<file path="src/rtl/add_sub_pkg.sv">
// Shared constants, types and helpers for the pipelined add/sub datapath.
package add_sub_pkg;

    localparam int unsigned MAX_STAGES = 8;
    localparam int unsigned MIN_SEG    = 8;

    typedef struct packed {
        logic cout;
        logic ovf;
        logic zero;
    } add_flags_t;

    function automatic int unsigned seg_width(input int unsigned width,
                                              input int unsigned stages);
        return width / stages;
    endfunction

endpackage

</file>
<file path="src/rtl/pipelined_add_sub_if.sv">
// Operand/result handshake bundle for pipelined_add_sub.
interface pipelined_add_sub_if #(
    parameter int unsigned WIDTH = 64
);
    logic             in_valid;
    logic             in_ready;
    logic [WIDTH-1:0] a;
    logic [WIDTH-1:0] b;
    logic             cin;
    logic             sub;
    logic             out_valid;
    logic             out_ready;
    logic [WIDTH-1:0] sum;
    logic             cout;
    logic             ovf;
    logic             zero;

    modport master (
        output in_valid, a, b, cin, sub, out_ready,
        input  in_ready, out_valid, sum, cout, ovf, zero
    );

    modport slave (
        input  in_valid, a, b, cin, sub, out_ready,
        output in_ready, out_valid, sum, cout, ovf, zero
    );

endinterface

</file>
<file path="src/rtl/add_sub_seg.sv">
// One carry segment of the pipelined adder: SEG-bit add at bit LSB, with the operands,
// partial sum and running zero flag registered alongside for the following stages.
module add_sub_seg #(
    parameter int unsigned WIDTH = 64,
    parameter int unsigned SEG   = 16,
    parameter int unsigned LSB   = 0
) (
    input  logic             clk,
    input  logic             rst_n,
    input  logic             en_i,
    input  logic             valid_i,
    input  logic             carry_i,
    input  logic             zero_i,
    input  logic [WIDTH-1:0] a_i,
    input  logic [WIDTH-1:0] b_i,
    input  logic [WIDTH-1:0] sum_i,
    output logic             valid_o,
    output logic             carry_o,
    output logic             zero_o,
    output logic [WIDTH-1:0] a_o,
    output logic [WIDTH-1:0] b_o,
    output logic [WIDTH-1:0] sum_o
);

    logic [SEG:0]     seg_add;
    logic [WIDTH-1:0] sum_d;

    logic             valid_q, carry_q, zero_q;
    logic [WIDTH-1:0] a_q, b_q, sum_q;

    always_comb begin
        seg_add = {1'b0, a_i[LSB +: SEG]} + {1'b0, b_i[LSB +: SEG]} + {{SEG{1'b0}}, carry_i};
        sum_d   = sum_i;
        sum_d[LSB +: SEG] = seg_add[SEG-1:0];
    end

    // Data only loads on a real beat so bubbles leave the last result visible downstream.
    // Operand bits already consumed are dead past this stage and prune away in synthesis.
    always_ff @(posedge clk or negedge rst_n) begin
        if (!rst_n) begin
            valid_q <= 1'b0;
            carry_q <= 1'b0;
            zero_q  <= 1'b0;
            a_q     <= '0;
            b_q     <= '0;
            sum_q   <= '0;
        end else begin
            if (en_i) begin
                valid_q <= valid_i;
            end
            if (en_i && valid_i) begin
                carry_q <= seg_add[SEG];
                zero_q  <= zero_i & ~|seg_add[SEG-1:0];
                a_q     <= a_i;
                b_q     <= b_i;
                sum_q   <= sum_d;
            end
        end
    end

    assign valid_o = valid_q;
    assign carry_o = carry_q;
    assign zero_o  = zero_q;
    assign a_o     = a_q;
    assign b_o     = b_q;
    assign sum_o   = sum_q;

endmodule

</file>
<file path="src/rtl/pipelined_add_sub.sv">
// WIDTH-bit add/subtract split into STAGES registered carry segments with valid/ready flow.
// Define ADD_SUB_SATURATE_EN to clamp overflowing results to the signed extreme.
module pipelined_add_sub
    import add_sub_pkg::*;
#(
    parameter int unsigned WIDTH  = 64,
    parameter int unsigned STAGES = 4
) (
    input logic              clk,
    input logic              rst_n,
    pipelined_add_sub_if.slave bus
);

    localparam int unsigned SEG = seg_width(WIDTH, STAGES);

    logic             adv;
    logic [STAGES:0]  valid_s, carry_s, zero_s;
    logic [WIDTH-1:0] a_s   [STAGES+1];
    logic [WIDTH-1:0] b_s   [STAGES+1];
    logic [WIDTH-1:0] sum_s [STAGES+1];

    // Single global enable: the whole pipe stalls only when a result is waiting unclaimed.
    assign adv          = !valid_s[STAGES] || bus.out_ready;
    assign bus.in_ready = adv;

    assign valid_s[0] = bus.in_valid;
    assign carry_s[0] = bus.sub | bus.cin;
    assign zero_s[0]  = 1'b1;
    assign a_s[0]     = bus.a;
    assign b_s[0]     = bus.sub ? ~bus.b : bus.b;
    assign sum_s[0]   = '0;

    for (genvar k = 0; k < STAGES; k++) begin : g_stage
        add_sub_seg #(
            .WIDTH (WIDTH),
            .SEG   (SEG),
            .LSB   (k * SEG)
        ) u_seg (
            .clk     (clk),
            .rst_n   (rst_n),
            .en_i    (adv),
            .valid_i (valid_s[k]),
            .carry_i (carry_s[k]),
            .zero_i  (zero_s[k]),
            .a_i     (a_s[k]),
            .b_i     (b_s[k]),
            .sum_i   (sum_s[k]),
            .valid_o (valid_s[k+1]),
            .carry_o (carry_s[k+1]),
            .zero_o  (zero_s[k+1]),
            .a_o     (a_s[k+1]),
            .b_o     (b_s[k+1]),
            .sum_o   (sum_s[k+1])
        );
    end

    logic             a_msb, b_msb;
    logic [WIDTH-1:0] sum_wrap, sum_out;
    add_flags_t       flags;

    always_comb begin
        a_msb      = a_s[STAGES][WIDTH-1];
        b_msb      = b_s[STAGES][WIDTH-1];
        sum_wrap   = sum_s[STAGES];
        flags.cout = carry_s[STAGES];
        flags.ovf  = (a_msb == b_msb) && (sum_wrap[WIDTH-1] != a_msb);
`ifdef ADD_SUB_SATURATE_EN
        // A clamped result is never zero, so ZERO only survives without overflow.
        sum_out    = flags.ovf ? {a_msb, {(WIDTH-1){~a_msb}}} : sum_wrap;
        flags.zero = zero_s[STAGES] & ~flags.ovf;
`else
        sum_out    = sum_wrap;
        flags.zero = zero_s[STAGES];
`endif
    end

    assign bus.out_valid = valid_s[STAGES];
    assign bus.sum       = sum_out;
    assign bus.cout      = flags.cout;
    assign bus.ovf       = flags.ovf;
    assign bus.zero      = flags.zero;

endmodule

</file>
<file path="src/flat_wrapper.sv">
// flat-port wrapper written by rule: the top's interface ports become plain ports
module pipelined_add_sub_flat import add_sub_pkg::*;
#(
    parameter int unsigned WIDTH  = 64,
    parameter int unsigned STAGES = 4
)
  (clk, rst_n, bus_in_valid, bus_a, bus_b, bus_cin, bus_sub, bus_out_ready, bus_in_ready, bus_out_valid, bus_sum, bus_cout, bus_ovf, bus_zero);
  pipelined_add_sub_if #(.WIDTH(WIDTH)) bus_i ();
  input logic clk;
  input logic rst_n;
  input wire logic [$bits(bus_i.in_valid)-1:0] bus_in_valid;
  input wire logic [$bits(bus_i.a)-1:0] bus_a;
  input wire logic [$bits(bus_i.b)-1:0] bus_b;
  input wire logic [$bits(bus_i.cin)-1:0] bus_cin;
  input wire logic [$bits(bus_i.sub)-1:0] bus_sub;
  input wire logic [$bits(bus_i.out_ready)-1:0] bus_out_ready;
  output wire logic [$bits(bus_i.in_ready)-1:0] bus_in_ready;
  output wire logic [$bits(bus_i.out_valid)-1:0] bus_out_valid;
  output wire logic [$bits(bus_i.sum)-1:0] bus_sum;
  output wire logic [$bits(bus_i.cout)-1:0] bus_cout;
  output wire logic [$bits(bus_i.ovf)-1:0] bus_ovf;
  output wire logic [$bits(bus_i.zero)-1:0] bus_zero;
  assign bus_i.in_valid = bus_in_valid;
  assign bus_i.a = bus_a;
  assign bus_i.b = bus_b;
  assign bus_i.cin = bus_cin;
  assign bus_i.sub = bus_sub;
  assign bus_i.out_ready = bus_out_ready;
  assign bus_in_ready = bus_i.in_ready;
  assign bus_out_valid = bus_i.out_valid;
  assign bus_sum = bus_i.sum;
  assign bus_cout = bus_i.cout;
  assign bus_ovf = bus_i.ovf;
  assign bus_zero = bus_i.zero;
  pipelined_add_sub #(.WIDTH(WIDTH), .STAGES(STAGES)) u_core (.clk(clk), .rst_n(rst_n), .bus(bus_i));
endmodule
</file>
<file path="config.mk">
export PLATFORM = sky130hd
export DESIGN_NAME = pipelined_add_sub_flat
export DESIGN_NICKNAME = d
export VERILOG_FILES = /design/src/rtl/add_sub_pkg.sv /design/src/rtl/pipelined_add_sub_if.sv /design/src/rtl/add_sub_seg.sv /design/src/rtl/pipelined_add_sub.sv /design/src/flat_wrapper.sv
export SDC_FILE = /design/constraint.sdc
export NUM_CORES = 1
export LEC_CHECK = 0
export ABC_AREA = 1
export BUFFER_PORTS_ARGS = -buffer_cell sky130_fd_sc_hd__buf_2
export CAP_MARGIN = 20
export CORE_MARGIN = 2
export CORE_UTILIZATION = 60
export CTS_CLUSTER_DIAMETER = 100
export DETAILED_ROUTE_END_ITERATION = 7
export GPL_TIMING_DRIVEN = 0
export PLACE_DENSITY = 0.84
export SYNTH_ARGS = -nofsm -noshare
export SYNTH_HDL_FRONTEND = slang
export SYNTH_HIERARCHICAL = 1
export SYNTH_SLANG_ARGS = --single-unit
</file>
<file path="constraint.sdc">
create_clock -name clk -period 3.29 [get_ports clk]
set_input_delay 0.329 -clock clk [delete_from_list [all_inputs] [get_ports clk]]
set_output_delay 0.329 -clock clk [all_outputs]
set_load 0.01 [all_outputs]
</file>
==> impl_metrics.env <==
export IMPL_reg2reg_slack_ns=0.74
export IMPL_crit_path_end_kind="flip-flop"
export IMPL_tightest_slew_ns=0.8520
export IMPL_startpoint_type="flip-flop"
export IMPL_syn_area_per_cell_um2=7.619
export IMPL_cp_top_family="simple AND/OR/NAND/NOR gates"
export IMPL_dp_slack_ns=0.6265
export IMPL_critPathLaunch="u_core/g_stage[3].u_seg/valid_o"
export IMPL_cts_buffers=39
export IMPL_outcome="complete, no violations"
export IMPL_htree_levels=2
export IMPL_cap_violations=0
export IMPL_clk_pin_slew_ns=0.06
export IMPL_rsz0062_at_grt="no"
export IMPL_grt_use_total_pct=30.11
export IMPL_arrival_ns=3.00
export IMPL_num_rows=64
export IMPL_grt_pass1_wl_um=79490
export IMPL_synth_fp_nets=2642
export IMPL_ys_warnings_count=6
export IMPL_wl_per_cell_um=15.40
export IMPL_relSlewSlack_pct=43.06
export IMPL_p_leak_uw=0.01246
export IMPL_nets=2905
export IMPL_vdd_drop_max_uv=451.8
export IMPL_vias=16410
export IMPL_fin_crit_sh_pct=77.53
export IMPL_clockBufferDepth=3
export IMPL_hold_class="in2reg"
export IMPL_layout_common_cells="nand2_1 (1,317), dfrtp_1 (366), buf_2 (227)"
export IMPL_dp_cells=3040
export IMPL_r2r_start="u_core/g_stage[3].u_seg/valid_o"
export IMPL_start_util_pct=60.77
export IMPL_io_pins=203
export IMPL_synthCells=2440
export IMPL_fin_tns_setup_ns=0
export IMPL_layout_commonest_cell="nand2_1"
export IMPL_fp_dieH_um=180.0
export IMPL_setup_viol=0
export IMPL_p_per_area_nw_per_um2=935.4
export IMPL_fmax_mhz=392.0
export IMPL_wirelength_um=48210
export IMPL_hold_violations=0
export IMPL_min_path_cells=3
export IMPL_postCtsSetupBuffers=0
export IMPL_antenna_found_initial=2
export IMPL_crit_fanout=10
export IMPL_path_cells="nand2_1 -> nand2_1 -> inv_2 -> clkbuf_1 -> nand2_1 -> nand2_1"
export IMPL_postLayoutSetupSlackWorst_ns=0.7392
export IMPL_crit_path_max_incr_delay_ns=0.61
export IMPL_drv_slew=0
export IMPL_reg2reg_to="u_core/g_stage[3].u_seg/sum_o[8]"
export IMPL_fin_skew_ns=0.01658
export IMPL_dieArea_um2=32410
export IMPL_cts_tree="built"
export IMPL_path_common_cell="nand2_1"
export IMPL_area_growth_pct=16.86
export IMPL_drtIter0Drc=1260
export IMPL_power_uw=20320
export IMPL_fin_cells=3130
export IMPL_dr_pass1_iters=6
export IMPL_period_minus_slack_ns=2.551
export IMPL_routabilityCongestion=0.9042
export IMPL_placed_cell_area_um2=20180
export IMPL_crit_buf_inv=2
export IMPL_dp_final_hpwl_um=35220
export IMPL_worstSetupEndpoint="u_core/g_stage[3].u_seg/sum_o[8]"
export IMPL_final_area_um2=21720
export IMPL_grt_pass1_vias=16170
export IMPL_fp_dieW_um=180.0
export IMPL_grt_ovfl_total=0
export IMPL_drc=0
export IMPL_slowest_stage="nand2_1"
export IMPL_grt_max_degree=115
export IMPL_worstPathRequired_ns=3.74
export IMPL_vias_per_cell=5.242
export IMPL_io_buffers=201
export IMPL_cp_num_cells=6
export IMPL_post_cts_resized=0
export IMPL_core_area_um2=30590
export IMPL_cts_sinks=366
export IMPL_cts_root_buf="clkbuf_16"
export IMPL_layout_drive_gt1_share_pct=12.34
export IMPL_ant_nets=0
export IMPL_clock_latency_ns=0.53
export IMPL_critPathKind="reg2reg"
export IMPL_syn_cell_area_um2=18590
export IMPL_reg2reg_depth=6
[per-stage QoR]
| stage | utilization (%) | hold slack [ns] |
|---|---|---|
| CTS | 71.00 | 0.0008360 |
| finish | 71.02 | 0.01000 |
| floorplan | - | 0.03341 |
| detailed placement | 65.98 | 0.2843 |
| global route | 71.00 | 0.01519 |
| global placement | 65.68 | 0.4468 |
[report_power, final]
part	total, µW	switching, µW	internal [µW]
clock network	4610	1780	2830
registers	7400	1110	6300
logic	8310	5440	2870
[area by class of cell]
class,instances,area [µm²]
antenna,2,5.005
sequential,366,9159
multi-input combinational,1796,8252
clock inverter,8,150.1
fill,2376,8865
tap,396,495.5
inverter,175,656.9
timing repair buffer,222,1279
clock buffer,62,1205
buffer,103,523.0
[flip-flops by register name, summed over array words and instances, names as in the netlist]
signal / flops
u_core/g_stage.u_seg/a_o: 97
u_core/g_stage.u_seg/b_o: 97
u_core/g_stage.u_seg/carry_o: 4
u_core/g_stage.u_seg/sum_o: 160
u_core/g_stage.u_seg/valid_o: 4
u_core/g_stage.u_seg/zero_o: 4
[what timing repair did]
item                                    in CTS  in global routing
endpoints found under the setup margin       0                  0
hold buffers                                18                  0
hold endpoints to repair                    72                  0
[how the worst min path moves through the flow]
stage	start	end	slack [ns]
floorplan	rst_n	u_core/g_stage[0].u_seg/a_o[16]	0.03
global placement	u_core/g_stage[0].u_seg/b_o[55]	u_core/g_stage[1].u_seg/b_o[55]	0.45
detailed placement	rst_n	u_core/g_stage[3].u_seg/sum_o[27]	0.28
CTS	bus_a[30]	u_core/g_stage[0].u_seg/a_o[30]	0.0008
global route	bus_a[51]	u_core/g_stage[0].u_seg/a_o[51]	0.02
finish	bus_a[30]	u_core/g_stage[0].u_seg/a_o[30]	0.01
[metal layers]
metal | wire, µm | GRT usage (%) | vias up
met5 | 0 | 0 | -
li1 | - | - | 7977
met1 | 21000 | 41.13 | 7772
met3 | 3106 | 4.972 | 101
met2 | 22500 | 49.26 | 557
met4 | 1606 | 10.55 | 0
[worst register-to-register path, delay by kind of cell (launching register included)]
kind,cells,cell delay [ns]
buffers and inverters,2,0.94
DFF,1,0.40
and+or+nand+nor,4,1.14
No activity file was read; power rests on OpenSTA's default activity.
